**config.mk**
```make
export PLATFORM = sky130hd
export DESIGN_NAME = align_s2p_flex
export DESIGN_NICKNAME = d
export VERILOG_FILES = /design/src/rtl/align_s2p_flex.sv
export SDC_FILE = /design/constraint.sdc
export NUM_CORES = 1
export LEC_CHECK = 0
export ABC_AREA = 1
export ABC_CLOCK_PERIOD_IN_PS = 4900
export CAP_MARGIN = 15
export CORE_MARGIN = 8
export CORE_UTILIZATION = 63
export CTS_BUF_LIST = sky130_fd_sc_hd__clkbuf_8
export DETAILED_ROUTE_END_ITERATION = 10
export GPL_TIMING_DRIVEN = 0
export PLACE_DENSITY_LB_ADDON = 0.3
export SKIP_CTS_REPAIR_TIMING = 1
export SLEW_MARGIN = 25
export SYNTH_ARGS = -nofsm -noshare
export SYNTH_HDL_FRONTEND = slang
export SYNTH_SLANG_ARGS = --single-unit
```
**constraint.sdc**
```tcl
create_clock -name clk -period 4.9 [get_ports clk]
set_input_delay 1.225 -clock clk [delete_from_list [all_inputs] [get_ports clk]]
set_output_delay 1.225 -clock clk [all_outputs]
set_load 0.01 [all_outputs]
```
**src/rtl/align_s2p_flex.sv**
```systemverilog
// -----------------------------------------------------------------------------
// align_s2p_flex
//
// Serial-to-parallel packer. Accepts one IDATA_BIT-wide element per cycle and
// packs them, lane 0 first, into a GBUS_DATA-wide word. A word is closed when
// it reaches the configured element count, when an element arrives with
// idata_last, or when flush is asserted. Closed words pass through a one-deep
// output register with a valid/ready handshake.
//
// Storage is two stages:
//   packing register : pack_data / fill_cnt / pack_last (word being built)
//   output register  : odata / odata_mask / odata_last / odata_valid
// If the output register is still occupied when a word closes, the closed
// word waits in the packing register (PEND) and input is stalled.
//
// Ports
//   clk           sole clock, rising edge
//   rst           synchronous active-high reset
//   cfg_pack_num  elements per word; 0 or > REG_NUM selects REG_NUM
//   idata         input element
//   idata_valid   element present
//   idata_last    closes the current word after this element
//   idata_ready   block accepts an element this cycle (registered state only)
//   flush         close the current partial word without new data
//   odata         packed word, lane k at [k*IDATA_BIT +: IDATA_BIT]
//   odata_mask    bit k set when lane k holds valid data
//   odata_last    word was closed by idata_last or flush
//   odata_valid   output word present
//   odata_ready   consumer takes the word on odata_valid && odata_ready
//   fill_cnt      elements held in the packing register
// -----------------------------------------------------------------------------
module align_s2p_flex #(
  parameter int IDATA_BIT = 8,
  parameter int GBUS_DATA = 64,
  parameter int CNT_BIT   = $clog2(GBUS_DATA / IDATA_BIT + 1)
) (
  input  logic                              clk,
  input  logic                              rst,
  input  logic [CNT_BIT-1:0]                cfg_pack_num,
  input  logic [IDATA_BIT-1:0]              idata,
  input  logic                              idata_valid,
  input  logic                              idata_last,
  output logic                              idata_ready,
  input  logic                              flush,
  output logic [GBUS_DATA-1:0]              odata,
  output logic [GBUS_DATA/IDATA_BIT-1:0]    odata_mask,
  output logic                              odata_last,
  output logic                              odata_valid,
  input  logic                              odata_ready,
  output logic [CNT_BIT-1:0]                fill_cnt
);

  localparam int                 REG_NUM   = GBUS_DATA / IDATA_BIT;
  localparam logic [CNT_BIT-1:0] REG_NUM_C = CNT_BIT'(REG_NUM);

  typedef enum logic [0:0] {
    FILL = 1'b0,   // building a word, input open
    PEND = 1'b1    // closed word waiting for the output slot, input stalled
  } state_t;

  state_t state, state_nxt;

  // Packing register
  logic [GBUS_DATA-1:0] pack_data, pack_data_nxt;
  logic                 pack_last, pack_last_nxt;
  logic [CNT_BIT-1:0]   fill_cnt_nxt;

  // Candidate word presented to the output register
  logic                 load_out;
  logic [GBUS_DATA-1:0] word_data;
  logic [CNT_BIT-1:0]   word_cnt;
  logic                 word_last;
  logic [REG_NUM-1:0]   word_mask;

  logic                 accept;
  logic                 slot_free;
  logic                 close_word;
  logic [CNT_BIT-1:0]   eff_num;
  logic [CNT_BIT-1:0]   fill_inc;

  // Out-of-range configuration (0 or more lanes than exist) means a full word.
  assign eff_num = ((cfg_pack_num == '0) || (cfg_pack_num > REG_NUM_C))
                   ? REG_NUM_C : cfg_pack_num;

  // Ready depends only on registered state and reset, never on odata_ready,
  // so no combinational path runs from the consumer back to the producer.
  assign idata_ready = (state == FILL) && !rst;
  assign accept      = idata_valid && idata_ready;
  assign slot_free   = !odata_valid || odata_ready;

  // fill_cnt never exceeds REG_NUM-1 while in FILL (the accept that would
  // reach eff_num closes the word), so the increment cannot overflow CNT_BIT.
  assign fill_inc    = fill_cnt + CNT_BIT'(1);

  // ---------------------------------------------------------------------------
  // Next-state and datapath decode
  // ---------------------------------------------------------------------------
  // NOTE: every signal written here gets a default first, so no path leaves a
  // value unassigned and no latch is inferred.
  always_comb begin
    state_nxt     = state;
    fill_cnt_nxt  = fill_cnt;
    pack_data_nxt = pack_data;
    pack_last_nxt = pack_last;
    load_out      = 1'b0;
    close_word    = 1'b0;
    word_data     = pack_data;
    word_cnt      = fill_cnt;
    word_last     = pack_last;

    case (state)
      FILL: begin
        if (accept) begin
          for (int k = 0; k < REG_NUM; k++) begin
            if (fill_cnt == CNT_BIT'(k)) begin
              word_data[k*IDATA_BIT +: IDATA_BIT] = idata;
            end
          end
          word_cnt   = fill_inc;
          word_last  = idata_last || flush;
          // ">=" rather than "==" so that lowering cfg_pack_num below the
          // current fill closes the word on the very next accept.
          close_word = (fill_inc >= eff_num) || idata_last || flush;
        end else if (flush && (fill_cnt != '0)) begin
          word_last  = 1'b1;
          close_word = 1'b1;
        end
        // flush with an empty packing register and no accept: nothing to close.

        if (close_word) begin
          if (slot_free) begin
            load_out      = 1'b1;
            fill_cnt_nxt  = '0;
            pack_data_nxt = '0;
            pack_last_nxt = 1'b0;
          end else begin
            // Park the finished word; fill_cnt keeps its final count.
            state_nxt     = PEND;
            fill_cnt_nxt  = word_cnt;
            pack_data_nxt = word_data;
            pack_last_nxt = word_last;
          end
        end else if (accept) begin
          fill_cnt_nxt  = word_cnt;
          pack_data_nxt = word_data;
        end
      end

      PEND: begin
        // flush is ignored here; the parked word is already closed.
        if (slot_free) begin
          load_out      = 1'b1;
          state_nxt     = FILL;
          fill_cnt_nxt  = '0;
          pack_data_nxt = '0;
          pack_last_nxt = 1'b0;
        end
      end

      default: begin
        state_nxt = FILL;
      end
    endcase
  end

  // Lane mask is contiguous from bit 0, one bit per element in the word.
  always_comb begin
    word_mask = '0;
    for (int k = 0; k < REG_NUM; k++) begin
      word_mask[k] = (CNT_BIT'(k) < word_cnt);
    end
  end

  // ---------------------------------------------------------------------------
  // Packing register and FSM state
  // ---------------------------------------------------------------------------
  // NOTE: sequential state is updated with non-blocking assignments so every
  // register samples the pre-edge values regardless of block ordering.
  always_ff @(posedge clk) begin
    if (rst) begin
      state     <= FILL;
      fill_cnt  <= '0;
      // NOTE: the packing data register is reset (not just its count) because
      // unfilled lanes are forwarded as-is and must read as zero.
      pack_data <= '0;
      pack_last <= 1'b0;
    end else begin
      state     <= state_nxt;
      fill_cnt  <= fill_cnt_nxt;
      pack_data <= pack_data_nxt;
      pack_last <= pack_last_nxt;
    end
  end

  // ---------------------------------------------------------------------------
  // Output register
  // ---------------------------------------------------------------------------
  // Contents only change on a load, and a load only happens when the slot is
  // free, so the word is stable while odata_valid && !odata_ready.
  always_ff @(posedge clk) begin
    if (rst) begin
      odata       <= '0;
      odata_mask  <= '0;
      odata_last  <= 1'b0;
      odata_valid <= 1'b0;
    end else if (load_out) begin
      odata       <= word_data;
      odata_mask  <= word_mask;
      odata_last  <= word_last;
      odata_valid <= 1'b1;
    end else if (odata_ready) begin
      odata_valid <= 1'b0;
    end
  end

endmodule

```
==> summary.md, run 1 <==
| Metric | Value |
|---|---|
| Status | `complete, no violations` |
| Core footprint | `12500 um^2` |
| RSZ-0062 raised after global routing | `false` |
| Total gr overflow | `0` |
| Worst path bufs/invs | `2` |
| Fin crit share | `74.6%` |
| FP Rows | `41` |
| Fin crit period | `3660 ps` |
| CTS tree | `built` |
| WS Path Type | `in2out` |
| Drt pass-1 iters | `7` |
| Die Ht | `128 um` |
| Sw Ratio | `32.3%` |
| CTS max path bufs | `2` |
| Initial core utilization | `63.7%` |
| Crit-path max cell delay | `550 ps` |
| ANT cells | `0` |
| Count of buffers from port buffering | `94` |
| Req. time, crit path | `3670 ps` |
| Slew HR | `48.9%` |
| Setup crit end kind | `output port` |
| First-pass GRT wire length | `40.4 mm` |
| Post-Syn Area | `7950 um^2` |
| Post-Route WL | `25.8 mm` |
| Leak | `4.10 nW` |
| Clock buffer count from CTS | `17` |
| Commonest cells after routing, fill and taps aside | `330 x nand2_1, 193 x nor2_1, 157 x o21ai_0` |
| Net switching power | `1.21 mW` |
| Total power | `3.73 mW` |
| Critical path cell sequence | `clkdlybuf4s50_1, nor2_8, clkdlybuf4s50_1` |
| # setup viols final | `0` |
| Worst Tran Pin Value | `767 ps` |
| DRT iter0 DRCs | `1527` |
| Fmax | `0.274 GHz` |
| DP Wirelength | `18.0 mm` |
| Library cells used by synthesis | `26` |
| Vias | `9112` |
| Power Density | `387 nW/um^2` |
| Root Driver | `clkbuf_8` |
| Clock sink total | `144` |
| Worst IR Drop VDD | `0.257 mV` |
| Cell family with most CP delay | `buffers and inverters` |
| Worst Path Arrival | `2430 ps` |
| Yosys warns | `0` |
| Critical Path Start Type | `input pin` |
| ANT nets after route | `0` |
| Vias in the first global route | `8297` |
| Reg-to-reg startpoint | `fill_cnt[0]` |
| Sequential share of power | `36.7%` |
| Final GP Congestion | `0.974` |
| I/O pin cnt | `97` |
| Most used flip-flop cell after synthesis | `dfxtp_1` |
| Die area | `16500 um^2` |
| Via density | `5.83` |
| FF+latch count, synth | `144` |
| Int Pwr | `2.52 mW` |
| Wire per inst | `16.5 um` |
| Worst-path maximum fanout | `4` |
| DRC viols | `0` |
| Logic pwr share | `29.3%` |
| Clk Latency, worst-skew pair | `470 ps` |
| Hold path start | `pack_data[3]` |
| Most common cell after layout, fill and taps aside | `nand2_1` |
| Hold Vio Cnt, Final | `0` |
| Syn_area_per_cell | `6.28 um^2` |
| CP most frequent cell | `clkdlybuf4s50_1` |
| Synth Net Count | `1292` |
| Initial antenna violation count | `0` |
| Number of synthesized flops with an enable pin | `0` |
| Largest net degree at the start of global routing | `17` |
| Mapped Cells | `1266` |
| GRT Overall Usage | `31.0%` |
| Clk_skew | `10.9 ps` |
| Nets | `1405` |
| Hold Crit Class | `reg2reg` |
| Critical path's slowest cell | `clkdlybuf4s50_1` |
| Die width | `128 um` |
| Max Cap Viol | `0` |
| Seq/Total Area, Yosys | `36.3%` |
| Clock power share | `34.0%` |
| Slew Viols, Final | `0` |
| Post-synthesis async set-or-reset flop share | `0%` |
| CP Launch Point | `rst` |
| Setup TNS | `0 ps` |
| H-tree depth | `4` |
| Area grow syn2layout | `21.2%` |
| Layout cells sized above 1 | `5.97%` |
| Clock transition at the registers of the reported paths | `70 ps` |
-- cells by family (layout without fill, tap and decap cells) --
kind of cell               count (synthesis)  count (layout)  synth area share [%]
DFF                                      144             144                  36.3
adders and majority gates                  8               8                  1.26
and+or+nand+nor                          618             618                  31.9
buffers and inverters                    195             319                  10.9
AOI/OAI and AO/OA                        300             300                  19.6
xor gates and xnor gates                   1               1                 0.110
-- stage by stage --
step | cell area (um^2) | utilization [%] | hold WS (ps) | instances | worst slack (ps)
finish | 9630 | 77.3 | 468 | 1562 | 1240
global route | 9630 | 77.3 | 491 | 1562 | 1190
CTS | 9630 | 77.3 | 467 | 1562 | 1230
detailed placement | 9100 | 73.0 | 456 | 1532 | 1110
global placement | 9100 | 73.0 | 451 | 1532 | 1170
floorplan | 7950 | - | 445 | 1266 | 1950
-- sequential cells by signal, indices dropped and copies added, names as in the netlist --
name,cells
pack_data,64
fill_cnt,4
odata_last,1
odata_valid,1
pack_last,1
state,1
odata_mask,8
odata,64
-- Yosys cell counts, types with 2 or more instances --
master | count | share of area (%)
buf_4 | 21 | 2.0
o211ai_1 | 16 | 1.5
buf_2 | 20 | 1.3
clkbuf_1 | 42 | 2.0
ha_1 | 8 | 1.3
inv_2 | 3 | 0.14
dfxtp_1 | 144 | 36
inv_1 | 91 | 4.3
nand4_1 | 40 | 3.1
nand3b_1 | 8 | 0.76
buf_6 | 4 | 0.57
a21o_1 | 2 | 0.19
buf_1 | 14 | 0.66
nand2_2 | 2 | 0.16
nor2_1 | 193 | 9.1
nand3_1 | 42 | 2.6
nand2_1 | 330 | 16
o21ai_0 | 157 | 9.9
a21oi_1 | 122 | 7.7
-- cell type report --
class	instances	area, um^2
plain buffers	101	513
clock buffers	20	275
clock inverters	10	255
fillers	996	2830
inverters	94	353
multi-input cells	927	4200
flip-flops and latches	144	2880
well taps	172	215
repair buffers	94	941
-- per-layer routing --
metal  part of all wire [%]  up-vias  track usage, %
li1                       -     4323               -
met1                     37     4090            36.1
met2                     46      580            51.3
met3                     12      119            8.03
met4                    4.6        0            16.4
met5                      0        -               0
-- final timing paths --
kind              cells after the start             to  slack, ps
setup / recovery                      3    idata_ready       1240
hold / removal                        2   pack_data[3]        470
setup reg to reg                     13  pack_data[50]       1790
hold reg to reg                       2   pack_data[3]        470
-- worst min-delay path, stage by stage (launching register included) --
cell and delay (ps):
dfxtp_1 310, nand2_1 60, a21oi_1 50
-- power groups by stage --
stage / logic, mW / clock network (mW) / registers (mW)
3_5_place_dp: 1.06 / 0 / 1.40
4_1_cts: 1.07 / 1.26 / 1.37
2_1_floorplan: 0.606 / 0 / 1.44
5_1_grt: 1.19 / 1.31 / 1.39
3_3_place_gp: 1.04 / 0 / 1.39
6_report: 1.09 / 1.27 / 1.37
Note: power is estimated with default switching activity, not from simulation.
==> run 2, diff against run 1 <==
Settings changed: ABC_CLOCK_PERIOD_IN_PS 4900 to 3600, CORE_UTILIZATION 63 to 58.
Clock period 4.9 ns to 3.6 ns, I/O delays scaled along.
==> summary.md, run 2 (synthesized netlist as in run 1, its figures left out) <==
| Metric | Value |
|---|---|
| Largest net degree at the start of global routing | `17` |
| GRT Overall Usage | `28.4%` |
| Reg-to-reg startpoint | `fill_cnt[0]` |
| Power Density | `501 nW/um^2` |
| DP Wirelength | `18.6 mm` |
| I/O pin cnt | `97` |
| Worst IR Drop VDD | `0.313 mV` |
| Final std cells w/o fill | `1568` |
| Fin crit share | `89.7%` |
| DP Cell Count | `1536` |
| Worst-path maximum fanout | `10` |
| Status | `complete, no violations` |
| Initial core utilization | `59.8%` |
| CTS max path bufs | `2` |
| Slew HR | `48.2%` |
| Hold Vio Cnt, Final | `0` |
| Root Driver | `clkbuf_8` |
| Die width | `133 um` |
| Setup crit end kind | `flip-flop` |
| Final design utilization | `71.7%` |
| Hold Crit Class | `reg2reg` |
| ANT nets after route | `0` |
| FP Rows | `42` |
| Largest regs | `odata x64, pack_data x64, odata_mask x8` |
| Clk_skew | `9.28 ps` |
| Post-Route WL | `25.8 mm` |
| Die Ht | `133 um` |
| Hold path start | `pack_data[7]` |
| Total gr overflow | `0` |
| RSZ-0062 raised after global routing | `false` |
| # setup viols final | `0` |
| Worst Path Arrival | `3640 ps` |
| WHS | `469 ps` |
| Vias | `9114` |
| Slew Viols, Final | `0` |
| Clk Latency, worst-skew pair | `470 ps` |
| CTS tree | `built` |
| Setup TNS | `0 ps` |
| Count of buffers from port buffering | `94` |
| End of the worst hold path | `pack_data[7]` |
| First-pass GRT wire length | `40.8 mm` |
| H-tree depth | `4` |
| Placed instance area | `9110 um^2` |
| Max Cap Viol | `0` |
| Commonest cells after routing, fill and taps aside | `330 x nand2_1, 193 x nor2_1, 157 x o21ai_0` |
| WS Path Type | `reg2reg` |
| Req. time, crit path | `4010 ps` |
| Area grow syn2layout | `20.0%` |
| Worst Tran Pin Value | `778 ps` |
| Worst setup margin | `372 ps` |
| Clock sink total | `144` |
| Wire per inst | `16.4 um` |
| Final Cell Area | `9530 um^2` |
| Drt pass-1 iters | `9` |
| Register-to-register setup slack | `370 ps` |
| Clock transition at the registers of the reported paths | `90 ps` |
| Critical Path Start Type | `flip-flop` |
| Core footprint | `13300 um^2` |
| Final GP Congestion | `0.980` |
| DRC viols | `0` |
| Via density | `5.81` |
| Initial antenna violation count | `0` |
| Hold Path Stages | `2` |
| Die area | `17700 um^2` |
| Reg2Reg Depth | `12` |
| Most common cell after layout, fill and taps aside | `nand2_1` |
| Clock buffer count from CTS | `17` |
| Fin crit period | `3230 ps` |
| Vias in the first global route | `8328` |
| Total power | `4.77 mW` |
| Fmax | `0.310 GHz` |
| ANT cells | `0` |
| RR Endpoint | `pack_data[50]` |
| Leak | `4.05 nW` |
| Nets | `1405` |
| DRT iter0 DRCs | `1279` |
| Layout cells sized above 1 | `6.03%` |
| Pre-CTS setup slack | `70.4 ps` |
-- run 2: cell types whose count changed in the layout (fill, tap and decap cells not counted), sizes merged --
cell,previous run,this run
bufinv,8,4
clkbuf,62,59
clkinv,0,5
inv,94,97
clkinvlp,2,3
-- run 2: worst max-delay path by stage --
stage | from | end | depth (start not counted)
6_report | fill_cnt[0] | pack_data[50] | 12
5_1_grt | fill_cnt[0] | pack_data[40] | 13
4_1_cts | fill_cnt[0] | pack_data[50] | 12
3_5_place_dp | cfg_pack_num[0] | odata_last | 16
3_3_place_gp | cfg_pack_num[0] | odata_last | 19
2_1_floorplan | cfg_pack_num[0] | odata[26] | 19
-- run 2: layout make-up --
type,instances,area (um^2)
multi-input combinational,927,4200
buffer,101,513
tap,176,220
fill,1181,3760
timing repair buffer,94,941
clock inverter,15,193
clock buffer,17,234
sequential,144,2880
inverter,94,353
-- run 2: routing by layer --
layer  global-route usage (%)  share of wire [%]
met4                     16.2                5.2
met1                     33.0                 38
met5                        0                  0
met2                     46.5                 46
met3                     7.34                 10
-- run 2: worst max-delay path, stage by stage, from the launching register on --
cell and delay, ps:
dfxtp_1 600, ha_1 230, clkbuf_1 470, xnor2_1 200, inv_1 70, ha_1 190, a21o_1 150, nor2_1 90
nand2_1 80, nand3_1 190, clkbuf_1 540, nand4_1 200, a21oi_1 170
-- run 2: power breakdown --
part           switching [mW]  total (mW)  leakage [nW]  internal [mW]
Sequential             0.0977        1.87          1.18           1.77
Combinational           0.898        1.48          2.66          0.585
Clock                   0.676        1.43         0.213          0.751
Total                    1.67        4.77          4.05           3.10
==> run 3, diff against run 2 <==
Settings changed: CTS_CLUSTER_DIAMETER from default to 30.
==> results of run 3 <==
No change in the layout: final DEF, timing and power equal those of run 2.
